**src/rtl/dp_arbiter_if.sv**
```systemverilog
// ============================================================================
// Module  : dp_arbiter_if
// Purpose : Requester and BCU data-pointer signals shared by dp_arbiter.
// Rev     : 1.0  initial release
// ============================================================================
`default_nettype none

interface dp_arbiter_if #(
    parameter int NREQ = 2
);
    logic [NREQ-1:0]      req;
    logic [16*NREQ-1:0]   req_addr;
    logic [16*NREQ-1:0]   req_dout;
    logic [2*NREQ-1:0]    req_sreg;
    logic [NREQ-1:0]      req_write;
    logic [NREQ-1:0]      req_wide;
    logic [NREQ-1:0]      req_io;
    logic [NREQ-1:0]      req_zero_seg;
    logic [NREQ-1:0]      req_lock;
    logic [NREQ-1:0]      done;
    logic [15:0]          res_din;
    logic [15:0]          dp_addr;
    logic [15:0]          dp_dout;
    logic [1:0]           dp_sreg;
    logic                 dp_write;
    logic                 dp_wide;
    logic                 dp_io;
    logic                 dp_zero_seg;
    logic                 dp_req;
    logic [15:0]          dp_din;
    logic                 dp_ready;
    logic                 buslock_prefix;

    // Arbiter side
    modport slave (
        input  req, req_addr, req_dout, req_sreg, req_write, req_wide, req_io,
               req_zero_seg, req_lock, dp_din, dp_ready,
        output done, res_din, dp_addr, dp_dout, dp_sreg, dp_write, dp_wide, dp_io,
               dp_zero_seg, dp_req, buslock_prefix
    );

    // Requesters plus BCU side
    modport master (
        output req, req_addr, req_dout, req_sreg, req_write, req_wide, req_io,
               req_zero_seg, req_lock, dp_din, dp_ready,
        input  done, res_din, dp_addr, dp_dout, dp_sreg, dp_write, dp_wide, dp_io,
               dp_zero_seg, dp_req, buslock_prefix
    );
endinterface

`default_nettype wire

```
**src/rtl/dp_arbiter.sv**
```systemverilog
// ============================================================================
// Module  : dp_arbiter
// Purpose : Round-robin sharing of the BCU data-pointer port among NREQ
//           requesters. Optional bus-lock support under `DP_ARB_LOCK_EN.
// Rev     : 1.0  initial release
// ============================================================================
`default_nettype none

module dp_arbiter #(
    parameter int NREQ = 2
) (
    input  wire logic    clk,
    input  wire logic    n_reset,
    input  wire logic    ce_1,
    input  wire logic    ce_2,
    dp_arbiter_if.slave  bus
);
    localparam int         C_PTR_W = (NREQ > 2) ? 2 : 1;
    localparam logic [1:0] C_IDLE  = 2'd0;
    localparam logic [1:0] C_ISSUE = 2'd1;
    localparam logic [1:0] C_WAIT  = 2'd2;
    localparam logic [1:0] C_DONE  = 2'd3;

    logic [1:0]         r_state;
    logic [1:0]         w_state_nxt;
    logic               w_en;
    logic [NREQ-1:0]    w_elig;
    logic               w_any;
    logic [C_PTR_W-1:0] w_sel;
    logic [C_PTR_W-1:0] r_rr_ptr;
    logic [C_PTR_W-1:0] r_gnt;
    logic               w_regrant;

    logic [15:0]        w_sel_addr;
    logic [15:0]        w_sel_dout;
    logic [1:0]         w_sel_sreg;
    logic [3:0]         w_sel_flags;
    logic               w_sel_lock;

    logic [15:0]        r_dp_addr;
    logic [15:0]        r_dp_dout;
    logic [1:0]         r_dp_sreg;
    logic [3:0]         r_dp_flags;
    logic [15:0]        r_res_din;

    assign w_en = ce_1 | ce_2;

`ifdef DP_ARB_LOCK_EN
    logic               r_lock_vld;
    logic [C_PTR_W-1:0] r_lock_owner;
    logic               r_lock_cur;
    logic [2:0]         r_idle_cnt;

    assign w_elig    = r_lock_vld ? (bus.req & (NREQ'(1) << r_lock_owner)) : bus.req;
    assign w_regrant = r_lock_vld;

    always_ff @(posedge clk or negedge n_reset) begin
        if (!n_reset) begin
            r_lock_vld   <= 1'b0;
            r_lock_owner <= '0;
            r_lock_cur   <= 1'b0;
            r_idle_cnt   <= '0;
        end else if (w_en) begin
            case (r_state)
                C_IDLE: begin
                    if (w_any) begin
                        r_lock_cur <= w_sel_lock;
                        r_idle_cnt <= '0;
                        if (w_sel_lock) begin
                            r_lock_vld   <= 1'b1;
                            r_lock_owner <= w_sel;
                        end
                    end else if (r_lock_vld) begin
                        // Owner silent for 8 enabled IDLE cycles: release the bus
                        if (r_idle_cnt == 3'd7) begin
                            r_lock_vld <= 1'b0;
                            r_idle_cnt <= '0;
                        end else begin
                            r_idle_cnt <= r_idle_cnt + 3'd1;
                        end
                    end
                end
                C_DONE: begin
                    if (!r_lock_cur) r_lock_vld <= 1'b0;
                end
                default: ;
            endcase
        end
    end

    assign bus.buslock_prefix = r_lock_vld;
`else
    logic w_unused_lock;

    assign w_elig             = bus.req;
    assign w_regrant          = 1'b0;
    assign w_unused_lock      = ^{bus.req_lock, w_sel_lock};
    assign bus.buslock_prefix = 1'b0;
`endif

    // Round-robin search: indices above rr_ptr first, then wrap to 0..rr_ptr
    always_comb begin
        w_any = 1'b0;
        w_sel = '0;
        for (int i = 0; i < NREQ; i++) begin
            if (!w_any && (i > int'(r_rr_ptr)) && w_elig[i]) begin
                w_any = 1'b1;
                w_sel = C_PTR_W'(i);
            end
        end
        for (int i = 0; i < NREQ; i++) begin
            if (!w_any && (i <= int'(r_rr_ptr)) && w_elig[i]) begin
                w_any = 1'b1;
                w_sel = C_PTR_W'(i);
            end
        end
    end

    always_comb begin
        w_sel_addr  = '0;
        w_sel_dout  = '0;
        w_sel_sreg  = '0;
        w_sel_flags = '0;
        w_sel_lock  = 1'b0;
        for (int i = 0; i < NREQ; i++) begin
            if (w_sel == C_PTR_W'(i)) begin
                w_sel_addr  = bus.req_addr[16*i +: 16];
                w_sel_dout  = bus.req_dout[16*i +: 16];
                w_sel_sreg  = bus.req_sreg[2*i +: 2];
                w_sel_flags = {bus.req_write[i], bus.req_wide[i],
                               bus.req_io[i], bus.req_zero_seg[i]};
                w_sel_lock  = bus.req_lock[i];
            end
        end
    end

    always_ff @(posedge clk or negedge n_reset) begin
        if (!n_reset) r_state <= C_IDLE;
        else if (w_en) r_state <= w_state_nxt;
    end

    always_comb begin
        w_state_nxt = r_state;
        case (r_state)
            C_IDLE:  if (w_any) w_state_nxt = C_ISSUE;
            C_ISSUE: w_state_nxt = C_WAIT;
            C_WAIT:  if (bus.dp_ready) w_state_nxt = C_DONE;
            default: w_state_nxt = C_IDLE;
        endcase
    end

    always_comb begin
        bus.dp_req = (r_state == C_ISSUE);
        bus.done   = (r_state == C_DONE) ? (NREQ'(1) << r_gnt) : '0;
    end

    always_ff @(posedge clk or negedge n_reset) begin
        if (!n_reset) begin
            r_rr_ptr   <= C_PTR_W'(NREQ - 1);
            r_gnt      <= '0;
            r_dp_addr  <= '0;
            r_dp_dout  <= '0;
            r_dp_sreg  <= '0;
            r_dp_flags <= '0;
            r_res_din  <= '0;
        end else if (w_en) begin
            if ((r_state == C_IDLE) && w_any) begin
                r_gnt      <= w_sel;
                r_dp_addr  <= w_sel_addr;
                r_dp_dout  <= w_sel_dout;
                r_dp_sreg  <= w_sel_sreg;
                r_dp_flags <= w_sel_flags;
                if (!w_regrant) r_rr_ptr <= w_sel;
            end
            if ((r_state == C_WAIT) && bus.dp_ready) r_res_din <= bus.dp_din;
        end
    end

    assign bus.dp_addr     = r_dp_addr;
    assign bus.dp_dout     = r_dp_dout;
    assign bus.dp_sreg     = r_dp_sreg;
    assign bus.dp_write    = r_dp_flags[3];
    assign bus.dp_wide     = r_dp_flags[2];
    assign bus.dp_io       = r_dp_flags[1];
    assign bus.dp_zero_seg = r_dp_flags[0];
    assign bus.res_din     = r_res_din;

endmodule

`default_nettype wire

```
**src/flat_wrapper.sv**
```systemverilog
// flat-port wrapper written by rule: the top's interface ports become plain ports
module dp_arbiter_flat 
#(
    parameter int NREQ = 2
)
  (clk, n_reset, ce_1, ce_2, bus_req, bus_req_addr, bus_req_dout, bus_req_sreg, bus_req_write, bus_req_wide, bus_req_io, bus_req_zero_seg, bus_req_lock, bus_dp_din, bus_dp_ready, bus_done, bus_res_din, bus_dp_addr, bus_dp_dout, bus_dp_sreg, bus_dp_write, bus_dp_wide, bus_dp_io, bus_dp_zero_seg, bus_dp_req, bus_buslock_prefix);
  dp_arbiter_if #(.NREQ(NREQ)) bus_i ();
  input  wire logic clk;
  input  wire logic n_reset;
  input  wire logic ce_1;
  input  wire logic ce_2;
  input wire logic [$bits(bus_i.req)-1:0] bus_req;
  input wire logic [$bits(bus_i.req_addr)-1:0] bus_req_addr;
  input wire logic [$bits(bus_i.req_dout)-1:0] bus_req_dout;
  input wire logic [$bits(bus_i.req_sreg)-1:0] bus_req_sreg;
  input wire logic [$bits(bus_i.req_write)-1:0] bus_req_write;
  input wire logic [$bits(bus_i.req_wide)-1:0] bus_req_wide;
  input wire logic [$bits(bus_i.req_io)-1:0] bus_req_io;
  input wire logic [$bits(bus_i.req_zero_seg)-1:0] bus_req_zero_seg;
  input wire logic [$bits(bus_i.req_lock)-1:0] bus_req_lock;
  input wire logic [$bits(bus_i.dp_din)-1:0] bus_dp_din;
  input wire logic [$bits(bus_i.dp_ready)-1:0] bus_dp_ready;
  output wire logic [$bits(bus_i.done)-1:0] bus_done;
  output wire logic [$bits(bus_i.res_din)-1:0] bus_res_din;
  output wire logic [$bits(bus_i.dp_addr)-1:0] bus_dp_addr;
  output wire logic [$bits(bus_i.dp_dout)-1:0] bus_dp_dout;
  output wire logic [$bits(bus_i.dp_sreg)-1:0] bus_dp_sreg;
  output wire logic [$bits(bus_i.dp_write)-1:0] bus_dp_write;
  output wire logic [$bits(bus_i.dp_wide)-1:0] bus_dp_wide;
  output wire logic [$bits(bus_i.dp_io)-1:0] bus_dp_io;
  output wire logic [$bits(bus_i.dp_zero_seg)-1:0] bus_dp_zero_seg;
  output wire logic [$bits(bus_i.dp_req)-1:0] bus_dp_req;
  output wire logic [$bits(bus_i.buslock_prefix)-1:0] bus_buslock_prefix;
  assign bus_i.req = bus_req;
  assign bus_i.req_addr = bus_req_addr;
  assign bus_i.req_dout = bus_req_dout;
  assign bus_i.req_sreg = bus_req_sreg;
  assign bus_i.req_write = bus_req_write;
  assign bus_i.req_wide = bus_req_wide;
  assign bus_i.req_io = bus_req_io;
  assign bus_i.req_zero_seg = bus_req_zero_seg;
  assign bus_i.req_lock = bus_req_lock;
  assign bus_i.dp_din = bus_dp_din;
  assign bus_i.dp_ready = bus_dp_ready;
  assign bus_done = bus_i.done;
  assign bus_res_din = bus_i.res_din;
  assign bus_dp_addr = bus_i.dp_addr;
  assign bus_dp_dout = bus_i.dp_dout;
  assign bus_dp_sreg = bus_i.dp_sreg;
  assign bus_dp_write = bus_i.dp_write;
  assign bus_dp_wide = bus_i.dp_wide;
  assign bus_dp_io = bus_i.dp_io;
  assign bus_dp_zero_seg = bus_i.dp_zero_seg;
  assign bus_dp_req = bus_i.dp_req;
  assign bus_buslock_prefix = bus_i.buslock_prefix;
  dp_arbiter #(.NREQ(NREQ)) u_core (.clk(clk), .n_reset(n_reset), .ce_1(ce_1), .ce_2(ce_2), .bus(bus_i));
endmodule
```
**config.mk**
```make
export PLATFORM = sky130hd
export DESIGN_NAME = dp_arbiter_flat
export DESIGN_NICKNAME = d
export VERILOG_FILES = /design/src/rtl/dp_arbiter_if.sv /design/src/rtl/dp_arbiter.sv /design/src/flat_wrapper.sv
export SDC_FILE = /design/constraint.sdc
export NUM_CORES = 1
export LEC_CHECK = 0
export CORE_UTILIZATION = 34
export CTS_CLUSTER_DIAMETER = 60
export CTS_CLUSTER_SIZE = 24
export DETAILED_ROUTE_END_ITERATION = 7
export GPL_TIMING_DRIVEN = 0
export PLACE_DENSITY = 0.87
export SKIP_CTS_REPAIR_TIMING = 1
export SLEW_MARGIN = 20
export SYNTH_ARGS = -nofsm -noshare
export SYNTH_HDL_FRONTEND = slang
export SYNTH_SLANG_ARGS = --single-unit
```
**constraint.sdc**
```tcl
create_clock -name clk -period 1.48 [get_ports clk]
set_clock_uncertainty 0.1 [all_clocks]
set_input_delay 0.296 -clock clk [delete_from_list [all_inputs] [get_ports clk]]
set_output_delay 0.296 -clock clk [all_outputs]
set_load 0.01 [all_outputs]
```
* Yosys cells after proc, flatten, opt, wreduce, memory -nomap -nowiden *
Cells that the tools add are included.

word-level totals
  latch bits = 0
  logic and storage cells = 42
  register bits = 58
  memories kept = 0
  memory bits (writable) = 0
  bits in read-only memories = 0
  input bits = 101

cells by class
  divide/modulo/power cells = 0
  bitwise gates (word level) = 1
  magnitude comparators = 2
  eq/ne operators = 5
  reductions and logical operators = 12
  multiply operators = 0
  add/subtract/negate cells = 0
  muxes and demuxes = 13
  shift operators = 1

operators by type and width
  cell                   number
  $mux W16               2
  $mux W2                4
  $logic_and A1 B1 Y1    6
  $pmux W2 S3            1
  $mux W1                5
  $eq A2 B2 Y1 const B   2
  $mux W4                1
  $reduce_and A2 Y1      2
  $reduce_and A3 Y1      1
  $eq A2 B1 Y1 const B   1
  $logic_not A1 Y1       2
  $logic_not A2 Y1       1
  $ne A2 B1 Y1 const B   1
  $ne A2 B2 Y1 const B   1
  $shl A1 B1 Y2 const A  1
  $gt A1 B1 Y1 const A   1
  $le A1 B1 Y1 const A   1
  $or A1 B1 Y1           1

* Logic depth before layout (Yosys ltp) *
  depth in word-level cells = 12
  mapped depth = 7

* Least setup slack after synthesis *
No wires, ideal clock.

  path type = flip-flop to flip-flop
  from = reg u_core.r_state[0]
  to = reg u_core.r_state[1]
  setup time = 0.125 ns
  data required time = 1.255 ns
  arrival = 1.399 ns
  path slack = -0.143 ns
  stages on the path, launching flop included = 6
  path buffers = 0
  period minus slack after synthesis = 1.623 ns
  path through = dfrtp_1 > inv_1 > ha_1 > nor2b_1 > a211oi_1 > mux2_2

between the ends
  cells in the longest elaborated chain, start to end = 3
  elaborated cells on any way between the ends = 7

RTL lines
  what                                                                  RTL line           text
  start: declaration                                                    dp_arbiter.sv:24   logic [1:0] r_state;
  start signal: assignment                                              dp_arbiter.sv:139  else if (w_en) r_state <= w_state_nxt;
  $eq A2 B2 Y1 / $logic_not A2 Y1 (equally long branches)               dp_arbiter.sv:144  case (r_state)
  $ne A2 B2 Y1 (no source line) / $ne A2 B1 Y1 (equally long branches)  --
  $reduce_and A3 Y1 (no source line)                                    --

Parallel ways exist; a longest one is shown, timed or not.
A chain may end at the register's enable or synchronous reset.

* Worst setup path in the final report *
Ends and elaborated chain as after synthesis.

==> results.py <==
metrics = {
    "sta": {
        "period_share": 1.12,
        "setup_slack_ns": -0.180,
        "final-setup-viol-count": 60,
        "finalHoldViolCount": 0,
        "fmax_mhz": 602,
        "drv_slew": 0,
        "rsz0062_at_grt": "true",
        "period_needed_ns": 1.66,
        "worstMarginPinSlew_ns": 0.725,
        "slew_headroom": 0.517,
        "tns_ns": -5.23,
    },
    "global_routing": {
        "grt_pass1_wl_microns": 11600,
        "grt_util_all_layers": 0.178,
        "grt_pass1_vias": 2479,
        "antenna_found_initial": 0,
        "grt_start_max_net_pins": 59,
        "overflow": 0,
    },
    "synth": {
        "synth_top_family_by_area": "multiplexers",
        "ys_warn_count": 0,
        "postSynthCellCount": 226,
        "synth-simple-area-share": 0.0645,
        "synth_mux_area_frac": 0.220,
        "synth_xor_area_frac": 0,
        "synth_cell_types": 27,
        "synth-adder-area-share": 0.0186,
        "ys_seq_elements": 58,
        "avgSynthCellArea_sq_um": 11.9,
        "synth-compound-area-share": 0.102,
        "seq_area_frac_synth": 0.539,
        "syn_nets": 331,
        "synth_edf_count": 0,
        "synth_area_sq_um": 2700,
        "synth_flop_cell": "dfrtp_1",
        "synth-async-reset-ratio": 1.00,
    },
    "place": {
        "placed_area_sq_um": 4400,
        "gp_congestion": 0.727,
        "portBuffers": 155,
        "dp_hpwl_microns": 5570,
    },
    "finish": {
        "num_antenna_cells": 0,
        "final_nets": 508,
        "fill_cells": 580,
        "drive_above_1_share": 0.243,
        "area_delta_synth_final_pct": 89.9,
        "final_area_sq_um": 5120,
    },
    "critical_path": {
        "arrival_ns": 1.77,
        "critPathKind": "reg2reg",
        "path_buf_inv": 1,
        "required_ns": 1.59,
        "slowest_stage": "dfrtp_1",
        "cp_max_fo": 3,
        "cp_cell_sequence": "inv_2, ha_4, nor2b_4, a211oi_2, mux2_4",
        "startpoint_type": "register",
        "cp_slowest_stage_delay_ns": 0.41,
        "critical-path-top-delay-family": "flip-flops",
        "cp-end-kind": "register",
    },
    "pwr": {
        "p_leak_nw": 2.85,
        "irDropWorstVdd_v": 0.000833,
        "power_density_nw_per_um2": 1730,
    },
    "clock_tree": {
        "tritoncts": "built",
        "max-clock-path-buffers": 2,
        "cts_max_level": 3,
        "cts_root_buf": "clkbuf_8",
        "clkLatencyLatePin_ns": 0.32,
        "cts_num_sinks": 58,
        "clk_pin_slew_ns": 0.07,
        "numCtsBuffers": 9,
    },
    "die": {
        "core_sq_um": 7690,
        "rows": 32,
        "floorplan.die_area_sq_um": 8290,
        "ios": 159,
        "initial_utilization": 0.351,
        "die_height_microns": 91.1,
        "dieWidth_microns": 91.1,
    },
    "outcome": {
        "status": "complete, but fails checks",
        "violations": "negative setup slack",
    },
    "detailed_routing": {
        "post_drt_wl_per_cell_microns": 15.6,
        "drc": 0,
        "vias": 2374,
        "drt-initial-drc-count": 60,
        "vias_per_cell": 4.65,
        "wl_microns": 7940,
        "drtAntennaViolNets": 0,
        "dr.pass1.iters": 4,
    },
    "worst_hold_path": {
        "hp-class": "reg2reg",
    },
    "run": {
        "maxCapViolCount": 0,
    },
}
## metal layers
layer	wire, microns	vias up	global-route usage	part of all wire
li1	-	1139	-	-
met1	3080	1142	0.202	0.39
met2	4330	84	0.321	0.55
met3	423	9	0.0377	0.053
met4	102	0	0.0767	0.013
met5	0	-	0	0
## path summary, 6_finish.rpt
| kind | from | endpoint | slack, ns | depth (start not counted) |
|---|---|---|---|---|
| setup / recovery | u_core.r_state[0] | u_core.r_state[1] | -0.18 | 5 |
| hold / removal | u_core.bus.dp_addr[13] | u_core.bus.dp_addr[13] | 0.38 | 2 |
| setup reg to reg | u_core.r_state[0] | u_core.r_state[1] | -0.18 | 5 |
| hold reg to reg | u_core.bus.dp_addr[13] | u_core.bus.dp_addr[13] | 0.38 | 2 |
| max in group asynchronous | n_reset | u_core.r_state[1] | 0.28 | 2 |
| min in group asynchronous | n_reset | u_core.bus.dp_addr[3] | 0.49 | 2 |
## report_power, final
group	total [mW]	switching (mW)	internal, mW
registers	2.86	0.484	2.38
clock network	1.46	0.586	0.870
logic	4.56	1.89	2.67
total	8.87	2.96	5.91
## synthesized netlist by cell type (2+ instances only)
library cell / n / area, sq um
dfrtp_1: 57 / 1430
mux2i_1: 38 / 380
nand2_1: 38 / 143
o21ai_1: 35 / 175
mux2_2: 17 / 191
buf_4: 4 / 30.0
clkbuf_1: 4 / 15.0
ha_1: 4 / 50.1
buf_12: 3 / 60.1
inv_1: 3 / 11.3
o21ai_2: 3 / 26.3
mux2_1: 2 / 22.5
nor2_1: 2 / 7.51
nor2b_1: 2 / 12.5
o21ai_0: 2 / 10.0
## worst register-to-register path, cell delays in order (launching register included)
cell	delay, ns
dfrtp_1	0.41
inv_2	0.09
ha_4	0.18
nor2b_4	0.13
a211oi_2	0.30
mux2_4	0.33
## metrics by stage
step | cells | hold slack, ns | util | total power [mW] | worst slack [ns]
after floorplan | 226 | -0.0996 | - | 4.63 | -0.0210
final | 510 | 0.377 | 0.666 | 8.87 | -0.180
after detailed placement | 483 | 0.306 | 0.572 | 6.82 | -0.573
after global placement | 483 | 0.367 | 0.572 | 6.68 | -1.78
after CTS | 499 | -0.0513 | 0.597 | 8.30 | -0.569
after global routing | 510 | 0.401 | 0.666 | 9.41 | -0.233
## cell families after synthesis
group           after synthesis
flops                        58
simple gates                 44
fa+ha+maj                     4
compound gates               45
mux                          57
other cells                   1
buf+inv                      17
## cell usage in the layout, fill, tap and decap left out, drive strengths merged, types with 3 or more instances in the layout
master         count
buf               21
clkbuf            21
clkdlybuf4s50     96
dfrtp             57
dlymetal6s2s      55
ha                 4
inv                3
mux2              19
mux2i             38
nand2             38
o21ai             40
## registers in the layout, summed over array words and instances, names as in the netlist
signal and flops:
u_core.bus.dp_addr 16, u_core.r_rr_ptr 1, u_core.r_gnt 1, u_core.r_state 2, u_core.bus.dp_dout 16, u_core.bus.dp_sreg 2, u_core.r_dp_flags 4, u_core.bus.res_din 16
## cell type report
| cell class | count | area (sq um) | area share |
|---|---|---|---|
| Timing Repair Buffer | 166 | 1830 | 0.357 |
| Sequential cell | 58 | 1450 | 0.284 |
| Multi-Input combinational cell | 151 | 1330 | 0.260 |
| Buffer | 14 | 170 | 0.0332 |
| Clock buffer | 14 | 163 | 0.0318 |
| Tap cell | 102 | 128 | 0.0249 |
| Clock inverter | 2 | 35.0 | 0.00684 |
| Inverter | 3 | 11.3 | 0.00220 |
No activity file was read; power rests on OpenSTA's default activity.
